`config.mk`:
```
export PLATFORM = sky130hd
export DESIGN_NAME = clause_fetch_sequencer_flat
export DESIGN_NICKNAME = d
export VERILOG_FILES = /design/src/rtl/clause_fetch_sequencer_pkg.sv /design/src/rtl/clause_fetch_sequencer_if.sv /design/src/rtl/clause_fetch_sequencer_clause_table_ram.sv /design/src/rtl/clause_fetch_sequencer.sv /design/src/flat_wrapper.sv
export SDC_FILE = /design/constraint.sdc
export NUM_CORES = 1
export LEC_CHECK = 0
export CORE_MARGIN = 2
export CORE_UTILIZATION = 51
export DETAILED_ROUTE_END_ITERATION = 10
export HOLD_SLACK_MARGIN = 0.08
export PLACE_DENSITY = 0.74
export SYNTH_ARGS = -nofsm -noshare
export SYNTH_HDL_FRONTEND = slang
export SYNTH_SLANG_ARGS = --single-unit
```
`constraint.sdc`:
```
create_clock -name in_clk -period 1.87 [get_ports in_clk]
set_input_delay 0.374 -clock in_clk [delete_from_list [all_inputs] [get_ports in_clk]]
set_output_delay 0.374 -clock in_clk [all_outputs]
set_load 0.1 [all_outputs]
```
`src/rtl/clause_fetch_sequencer_pkg.sv`:
```
// Shared constants and FSM encoding for the clause fetch sequencer.
// Optional build macro used by the slice: CLAUSE_SKIP_EN (per-clause enable mask).
package clause_fetch_sequencer_pkg;

  localparam int BIT_WIDTH_OF_INTEGER_VARIABLE = 4;
  localparam int NUMBER_OF_INTEGER_VARIABLES   = 2;
  localparam int NUM_CLAUSES_DEF               = 8;
  localparam int COEFF_W_DEF = BIT_WIDTH_OF_INTEGER_VARIABLE * NUMBER_OF_INTEGER_VARIABLES;

  typedef enum logic [2:0] {
    ST_IDLE   = 3'd0,
    ST_FETCH  = 3'd1,
    ST_ISSUE  = 3'd2,
    ST_WAIT   = 3'd3,
    ST_FINISH = 3'd4
  } seq_state_e;

endpackage

```
`src/rtl/clause_fetch_sequencer_if.sv`:
```
// Load / control / issue bundle between the sequencer and its neighbours.
// CLAUSE_SKIP_EN adds in_load_enable to the load group.
interface clause_fetch_sequencer_if #(
  parameter int IDX_W   = 3,
  parameter int COEFF_W = 8
);
  logic               in_load_valid;
  logic [IDX_W-1:0]   in_load_index;
  logic [COEFF_W-1:0] in_load_coefficients;
`ifdef CLAUSE_SKIP_EN
  logic               in_load_enable;
`endif
  logic               in_start;
  logic               in_clause_done;
  logic [COEFF_W-1:0] out_clause_coefficients;
  logic               out_write_enable;
  logic [IDX_W-1:0]   out_clause_index;
  logic               out_busy;
  logic               out_sweep_done;

  modport master (
`ifdef CLAUSE_SKIP_EN
    output in_load_enable,
`endif
    output in_load_valid, in_load_index, in_load_coefficients, in_start, in_clause_done,
    input  out_clause_coefficients, out_write_enable, out_clause_index, out_busy, out_sweep_done
  );

  modport slave (
`ifdef CLAUSE_SKIP_EN
    input  in_load_enable,
`endif
    input  in_load_valid, in_load_index, in_load_coefficients, in_start, in_clause_done,
    output out_clause_coefficients, out_write_enable, out_clause_index, out_busy, out_sweep_done
  );
endinterface

```
`src/rtl/clause_fetch_sequencer_clause_table_ram.sv`:
```
// Clause coefficient table: one write port, one registered read port, no reset.
module clause_table_ram #(
  parameter int DEPTH = 8,
  parameter int AW    = 3,
  parameter int DW    = 8
) (
  input  logic          in_clk,
  input  logic          we,
  input  logic [AW-1:0] waddr,
  input  logic [DW-1:0] wdata,
  input  logic          re,
  input  logic [AW-1:0] raddr,
  output logic [DW-1:0] rdata
);
  logic [DW-1:0] mem [DEPTH];

  always_ff @(posedge in_clk) begin
    if (we) mem[waddr] <= wdata;
    if (re) rdata <= mem[raddr];
  end
endmodule

```
`src/rtl/clause_fetch_sequencer.sv`:
```
// Sweeps the clause table one clause at a time, handshaking each issue with in_clause_done.
// Define CLAUSE_SKIP_EN for a per-clause enable mask that skips disabled clauses.
module clause_fetch_sequencer
  import clause_fetch_sequencer_pkg::*;
#(
  parameter int NUM_CLAUSES = NUM_CLAUSES_DEF,
  parameter int IDX_W       = $clog2(NUM_CLAUSES),
  parameter int COEFF_W     = COEFF_W_DEF
) (
  input logic                     in_clk,
  input logic                     in_reset_n,
  clause_fetch_sequencer_if.slave bus
);
  seq_state_e         state, state_nxt;
  logic [IDX_W-1:0]   idx, idx_nxt;
  logic [COEFF_W-1:0] rd_data;
  logic               last, load_we, clause_en, rd_en, issue_nxt, finish_nxt;
  logic               we_q, done_q;
  logic [COEFF_W-1:0] coeff_q;
  logic [IDX_W-1:0]   cidx_q;

  assign last    = (idx == IDX_W'(NUM_CLAUSES - 1));
  assign load_we = bus.in_load_valid && (state == ST_IDLE) &&
                   (int'(bus.in_load_index) < NUM_CLAUSES);

  clause_table_ram #(.DEPTH(NUM_CLAUSES), .AW(IDX_W), .DW(COEFF_W)) u_table (
    .in_clk (in_clk),
    .we     (load_we),
    .waddr  (bus.in_load_index),
    .wdata  (bus.in_load_coefficients),
    .re     (rd_en),
    .raddr  (idx),
    .rdata  (rd_data)
  );

`ifdef CLAUSE_SKIP_EN
  logic [NUM_CLAUSES-1:0] en_mask;
  always_ff @(posedge in_clk) begin
    if (!in_reset_n)  en_mask <= '1;
    else if (load_we) en_mask[bus.in_load_index] <= bus.in_load_enable;
  end
  assign clause_en = en_mask[idx];
`else
  assign clause_en = 1'b1;
`endif

  // Outputs are registered, so each strobe/pulse appears one cycle after its state.
  always_ff @(posedge in_clk) begin
    if (!in_reset_n) begin
      state   <= ST_IDLE;
      idx     <= '0;
      we_q    <= 1'b0;
      done_q  <= 1'b0;
      coeff_q <= '0;
      cidx_q  <= '0;
    end else begin
      state  <= state_nxt;
      idx    <= idx_nxt;
      we_q   <= issue_nxt;
      done_q <= finish_nxt;
      if (issue_nxt) begin
        coeff_q <= rd_data;
        cidx_q  <= idx;
      end
    end
  end

  always_comb begin
    state_nxt = state;
    idx_nxt   = idx;
    case (state)
      ST_IDLE:
        if (bus.in_start) begin
          state_nxt = ST_FETCH;
          idx_nxt   = '0;
        end
      ST_FETCH:
        if (clause_en)  state_nxt = ST_ISSUE;
        else if (last)  state_nxt = ST_FINISH;
        else            idx_nxt   = idx + 1'b1;
      ST_ISSUE:
        state_nxt = ST_WAIT;
      ST_WAIT:
        if (bus.in_clause_done) begin
          if (last) state_nxt = ST_FINISH;
          else begin
            state_nxt = ST_FETCH;
            idx_nxt   = idx + 1'b1;
          end
        end
      ST_FINISH: begin
        state_nxt = ST_IDLE;
        idx_nxt   = '0;
      end
      default: begin
        state_nxt = ST_IDLE;
        idx_nxt   = '0;
      end
    endcase
  end

  always_comb begin
    rd_en      = (state == ST_FETCH);
    issue_nxt  = (state == ST_ISSUE);
    finish_nxt = (state == ST_FINISH);
  end

  assign bus.out_clause_coefficients = coeff_q;
  assign bus.out_write_enable        = we_q;
  assign bus.out_clause_index        = cidx_q;
  assign bus.out_busy                = (state != ST_IDLE);
  assign bus.out_sweep_done          = done_q;
endmodule

```
`src/flat_wrapper.sv`:
```
// flat-port wrapper written by rule: the top's interface ports become plain ports
module clause_fetch_sequencer_flat import clause_fetch_sequencer_pkg::*;
#(
  parameter int NUM_CLAUSES = NUM_CLAUSES_DEF,
  parameter int IDX_W       = $clog2(NUM_CLAUSES),
  parameter int COEFF_W     = COEFF_W_DEF
)
  (in_clk, in_reset_n, bus_in_load_valid, bus_in_load_index, bus_in_load_coefficients, bus_in_start, bus_in_clause_done, bus_out_clause_coefficients, bus_out_write_enable, bus_out_clause_index, bus_out_busy, bus_out_sweep_done);
  clause_fetch_sequencer_if #(.IDX_W(IDX_W), .COEFF_W(COEFF_W)) bus_i ();
  input logic in_clk;
  input logic in_reset_n;
  input wire logic [$bits(bus_i.in_load_valid)-1:0] bus_in_load_valid;
  input wire logic [$bits(bus_i.in_load_index)-1:0] bus_in_load_index;
  input wire logic [$bits(bus_i.in_load_coefficients)-1:0] bus_in_load_coefficients;
  input wire logic [$bits(bus_i.in_start)-1:0] bus_in_start;
  input wire logic [$bits(bus_i.in_clause_done)-1:0] bus_in_clause_done;
  output wire logic [$bits(bus_i.out_clause_coefficients)-1:0] bus_out_clause_coefficients;
  output wire logic [$bits(bus_i.out_write_enable)-1:0] bus_out_write_enable;
  output wire logic [$bits(bus_i.out_clause_index)-1:0] bus_out_clause_index;
  output wire logic [$bits(bus_i.out_busy)-1:0] bus_out_busy;
  output wire logic [$bits(bus_i.out_sweep_done)-1:0] bus_out_sweep_done;
  assign bus_i.in_load_valid = bus_in_load_valid;
  assign bus_i.in_load_index = bus_in_load_index;
  assign bus_i.in_load_coefficients = bus_in_load_coefficients;
  assign bus_i.in_start = bus_in_start;
  assign bus_i.in_clause_done = bus_in_clause_done;
  assign bus_out_clause_coefficients = bus_i.out_clause_coefficients;
  assign bus_out_write_enable = bus_i.out_write_enable;
  assign bus_out_clause_index = bus_i.out_clause_index;
  assign bus_out_busy = bus_i.out_busy;
  assign bus_out_sweep_done = bus_i.out_sweep_done;
  clause_fetch_sequencer #(.NUM_CLAUSES(NUM_CLAUSES), .IDX_W(IDX_W), .COEFF_W(COEFF_W)) u_core (.in_clk(in_clk), .in_reset_n(in_reset_n), .bus(bus_i));
endmodule
```
## Word-level counts from Yosys, hierarchy flattened

Memory sizes are Yosys's and may differ from the RTL's. A register that Yosys moved wholly into a read port is not among the register bits.
Index checks and enable logic that the tools add are counted.
W data, S select, Z words.

| cells by class | value |
|---|---|
| equal/unequal tests | 8 |
| multiplexer cells | 10 |
| bitwise logic cells | 1 |
| reductions and logical operators | 6 |
| add/sub/neg operators | 1 |

Operators by type and width:

| operator | count |
|---|---|
| $mux W3 | 6 |
| $pmux W3 S4 | 1 |
| $pmux W3 S3 | 1 |
| $eq A3 B2 Y1 const B | 2 |
| $eq A3 B3 Y1 const B | 2 |
| $ne A2 B2 Y1 const B | 3 |
| $reduce_and A4 Y1 | 1 |
| $add A3 B1 Y3 const B | 1 |
| $eq A3 B1 Y1 const B | 1 |
| $logic_not A3 Y1 | 1 |
| $reduce_bool A3 Y1 | 1 |
| $mux W1 | 2 |
| $reduce_and A2 Y1 | 1 |
| $reduce_or A2 Y1 | 1 |
| $logic_and A1 B1 Y1 | 1 |
| $not A1 Y1 | 1 |

| word-level totals | value |
|---|---|
| memory bits (writable) | 64 |
| input port bits | 16 |
| word-level logic and storage cells | 33 |
| bits in registers | 19 |
| memories | 1 |

Memories:

| memory | depth | width | read ports | clocked after memory_dff | write ports | RTL line | source |
|---|---|---|---|---|---|---|---|
| u_core.u_table.mem | 8 | 8 | 1 | 1 | 1 | clause_fetch_sequencer_clause_table_ram.sv:15 | `logic [DW-1:0] mem [DEPTH];` |

## Longest topological paths before layout

| logic depth | value |
|---|---|
| word-level depth | 4 |
| depth in mapped cells | 5 |
| mapped depth without buffers | 5 |

## Modules after synthesis

Synthesis repeated with hierarchy kept, for this count alone.

| unflattened totals | value |
|---|---|
| cell total of the unflattened synthesis | 191 |
| area, all modules | 3,585.9 µm² |

Modules (own cells, without submodules):

| module | seq. area each (µm²) | instances | cells each | area each (µm²) |
|---|---|---|---|---|
| clause_table_ram | 2,162.1 | 1 | 114 | 2,771.4 |
| clause_fetch_sequencer | 380.4 | 1 | 77 | 814.5 |

## Worst setup path after synthesis

No wires, ideal clock.

| path | value |
|---|---|
| path type | reg2reg |
| start | register u_core.state[0] |
| end | memory u_core.u_table.mem[1][0], enable pin |
| clock period less this slack | 1.910 ns |
| buffers on the path | 1 |
| path slack | -0.040 ns |
| arrival | 1.526 ns |
| cell stages (with the launch flop) | 5 |
| cells stage by stage | dfxtp_1 -> clkbuf_1 -> nor3_1 -> nand3_1 -> nor3_1 |

| on the way | value |
|---|---|
| cells in the longest elaborated chain, start to end | 4 |

RTL lines:

| item | RTL line | source |
|---|---|---|
| start, declared | clause_fetch_sequencer.sv:14 | `seq_state_e state, state_nxt;` |
| start signal, assigned | clause_fetch_sequencer.sv:57 | `state <= state_nxt;` |
| $logic_not A3 Y1 | clause_fetch_sequencer.sv:23 | `assign load_we = bus.in_load_valid && (state == ST_IDLE) &&` |
| $logic_and A1 B1 Y1 | clause_fetch_sequencer.sv:23 |  |
| $mux W1 | clause_fetch_sequencer_clause_table_ram.sv:18 | `if (we) mem[waddr] <= wdata;` |
| $mux W1 (implied by the code) | clause_fetch_sequencer_clause_table_ram.sv:18 |  |
| end, declared | clause_fetch_sequencer_clause_table_ram.sv:15 |  |

Every way passes these cells.

## Worst setup path after layout

| path | value |
|---|---|
| start | register u_core.state[2] |
| end | output bus_out_busy |

| on the way | value |
|---|---|
| cells in the longest elaborated chain, start to end | 1 |

RTL lines:

| item | RTL line | source |
|---|---|---|
| $reduce_bool A3 Y1 | clause_fetch_sequencer.sv:111 | `assign bus.out_busy = (state != ST_IDLE);` |
| end, declared | flat_wrapper.sv:20 | `output wire logic [$bits(bus_i.out_busy)-1:0] bus_out_busy;` |

Every way passes these cells.

==> results.sh <==
export IMPL_outcome="finished clean"
export IMPL_yosysTopAreaCell="edfxtp_1"
export IMPL_start_util_pct=52.6
export IMPL_num_vias=1773
export IMPL_area_growth_pct=19.7
export IMPL_path_cells="nor3_1 -> buf_4 -> inv_1 -> buf_12"
export IMPL_maxSlewViolCount=0
export IMPL_critical_path_max_stage_delay_ns=0.36
export IMPL_ys_warn_count=0
export IMPL_dp_cells=306
export IMPL_min_path_type="reg -> reg"
export IMPL_drt_total_wl_um=5880
export IMPL_slew_headroom_pct=81.8
export IMPL_holdBufCountCts=0
export IMPL_setup_tns_ns=0
export IMPL_busiest_layer="met2"
export IMPL_max_cap_violations=0
export IMPL_hold_viol=0
export IMPL_insertedDiodeCount=0
export IMPL_synth_seq_area_share_pct=71.6
export IMPL_ir_drop_v=0.000501
export IMPL_slowest_stage="dfxtp_1"
export IMPL_dpl_worst_slack_ns=0.153
export IMPL_cp_end_kind="primary output"
export IMPL_rsz0062_at_grt="false"
export IMPL_syn_inst=188
export IMPL_fillers=490
export IMPL_async_flop_share_pct=0
export IMPL_instances_no_fill=322
export IMPL_cp_data_arrival_time_ns=1.33
export IMPL_setup_ws_ns=0.162
export IMPL_layout_nets=255
export IMPL_avgSynthCellArea_sq_um=18.9
export IMPL_cp_max_fo=6
export IMPL_cts_tree="done"
export IMPL_skew_ns=0.00733
export IMPL_die_h_um=87.4
export IMPL_use_met1_pct=22.9
export IMPL_clock_fmax_mhz=586
export IMPL_synth_area_sq_um=3550
export IMPL_cts_made_buffers=9
export IMPL_max_slew_worst_pin_slew_ns=0.272
export IMPL_htree_levels=3
export IMPL_synth_edf_count=72
export IMPL_ys_ff_latch=91
export IMPL_grt_pass1_wl_um=9340
export IMPL_place_gp_congestion=0.731
export IMPL_required_ns=1.50
export IMPL_gr_usage_all_layers_pct=17.1
export IMPL_yosysTopAreaCellShare_pct=60.9
export IMPL_setup_viol=0
export IMPL_clockRootBuffer="clkbuf_8"
export IMPL_syn_nets=206
export IMPL_clk_latency_ns=0.36
export IMPL_cts_resized_gates=0
export IMPL_post_route_period_util_pct=91.3
export IMPL_grt_max_degree=17
export IMPL_synth_main_ff_cell="edfxtp_1"
export IMPL_use_met3_pct=4.64
export IMPL_drt_drc_violations_left=0
export IMPL_layout_drive_gt1_share_pct=27.7
export IMPL_grt_antenna_before_repair=0
export IMPL_critPathBufInv=3
export IMPL_portBuffers=29
export IMPL_path_clk_slew_ns=0.09
export IMPL_first_global_vias=1788
export IMPL_path_delay_family="buffers and inverters"
export IMPL_die_area_sq_um=7650
export IMPL_core_area_sq_um=6760
export IMPL_via_per_inst=5.51
export IMPL_start_kind="flip-flop"
export IMPL_drtPass1Iterations=4
export IMPL_drt_iter0_markers=49
export IMPL_leakagePower_uw=0.00146
export IMPL_wl_per_cell_um=18.2
export IMPL_powerDensity_nw_per_um2=935
export IMPL_ant_nets=0
export IMPL_globalRouteMet2Util_pct=26.4
export IMPL_dp_final_hpwl_um=3930
export IMPL_overflow=0
export IMPL_ys_types=31
export IMPL_crit_type="reg -> out"
export IMPL_cts_setup_buffers=0
export IMPL_clock_path_buffers=2
export IMPL_row_count=30
export IMPL_ios=30
export IMPL_final_common_cell="edfxtp_1"
export IMPL_dieWidth_um=87.4
export IMPL_clkSinkCount=91
export IMPL_layout_common_cells="72 x edfxtp_1, 27 x buf_4, 19 x dfxtp_1"
export IMPL_synth_area_leaders="edfxtp_1 61%, dfxtp_1 11%, mux4_1 6.7%"
export IMPL_period_minus_slack_ns=1.71
worst register-to-register path, cell delays in order, from the launching register on:
cell and delay, ns:
dfxtp_1 0.34, buf_4 0.21, mux4_1 0.59, mux2_4 0.28
final timing paths:
kind / from / endpoint / slack [ns] / cells past startpoint
setup / recovery: u_core.state[2] / bus_out_busy / 0.16 / 4
hold / removal: u_core.idx[2] / u_core.idx[2] / 0.51 / 2
setup reg to reg: u_core.idx[0] / u_core.u_table.rdata[6] / 0.20 / 3
hold reg to reg: u_core.idx[2] / u_core.idx[2] / 0.51 / 2
final cells by class:
cell class / instances / area [sq um] / area share (%)
inverters: 1 / 3.75 / 0.0883
well taps: 80 / 100 / 2.36
repair buffers: 47 / 453 / 10.7
clock inverters: 7 / 76.3 / 1.80
clock buffers: 9 / 124 / 2.91
flip-flops and latches: 91 / 2540 / 59.8
multi-input cells: 87 / 951 / 22.4
flip-flops by register name (all words and copies together), names as in the netlist:
signal and flops:
u_core.bus.out_clause_coefficients 8, u_core.bus.out_clause_index 3, u_core.bus.out_sweep_done 1, u_core.bus.out_write_enable 1
u_core.idx 3, u_core.state 3, u_core.u_table.mem 64, u_core.u_table.rdata 8
metal layers:
| layer | wire length (um) | share of wire (%) |
|---|---|---|
| met1 | 2770 | 47 |
| met2 | 2830 | 48 |
| met3 | 180 | 3.1 |
| met4 | 98 | 1.7 |
| met5 | 0 | 0 |
metrics by stage:
stage               power (uW)  utilization (%)  instance area [sq um]  hold slack [ns]
finish                    3970             62.9                   4250            0.513
detailed placement        2700             59.9                   4050            0.487
floorplan                 2540                -                   3560            0.473
CTS                       4020             62.9                   4250            0.514
global route              4110             62.9                   4250            0.532
global placement          2690             59.9                   4050            0.485
cells in the mapped netlist, types with 3 or more instances:
master,n
nor2_1,9
mux2i_1,11
a21oi_1,3
mux4_1,9
nor3_1,4
dfxtp_1,19
mux2_4,7
clkbuf_1,4
mux4_2,7
nand2b_1,4
nor2b_1,11
edfxtp_1,72
nand3_1,4
power by group:
part	switching [uW]	internal, uW
clock network	699	626
logic	242	148
registers	19.2	2240
total	960	3010
cells by family (layout without fill, tap and decap cells):
kind of cell	count (synthesis)	count (layout)	share of synthesized area, %
DFF	91	91	71.6
AOI/OAI and AO/OA	4	4	0.669
and+or+nand+nor	46	46	7.65
adders and majority gates	2	2	0.705
muxes	35	35	17.5
buffers and inverters	10	64	1.90
No activity file was read; power rests on OpenSTA's default activity.
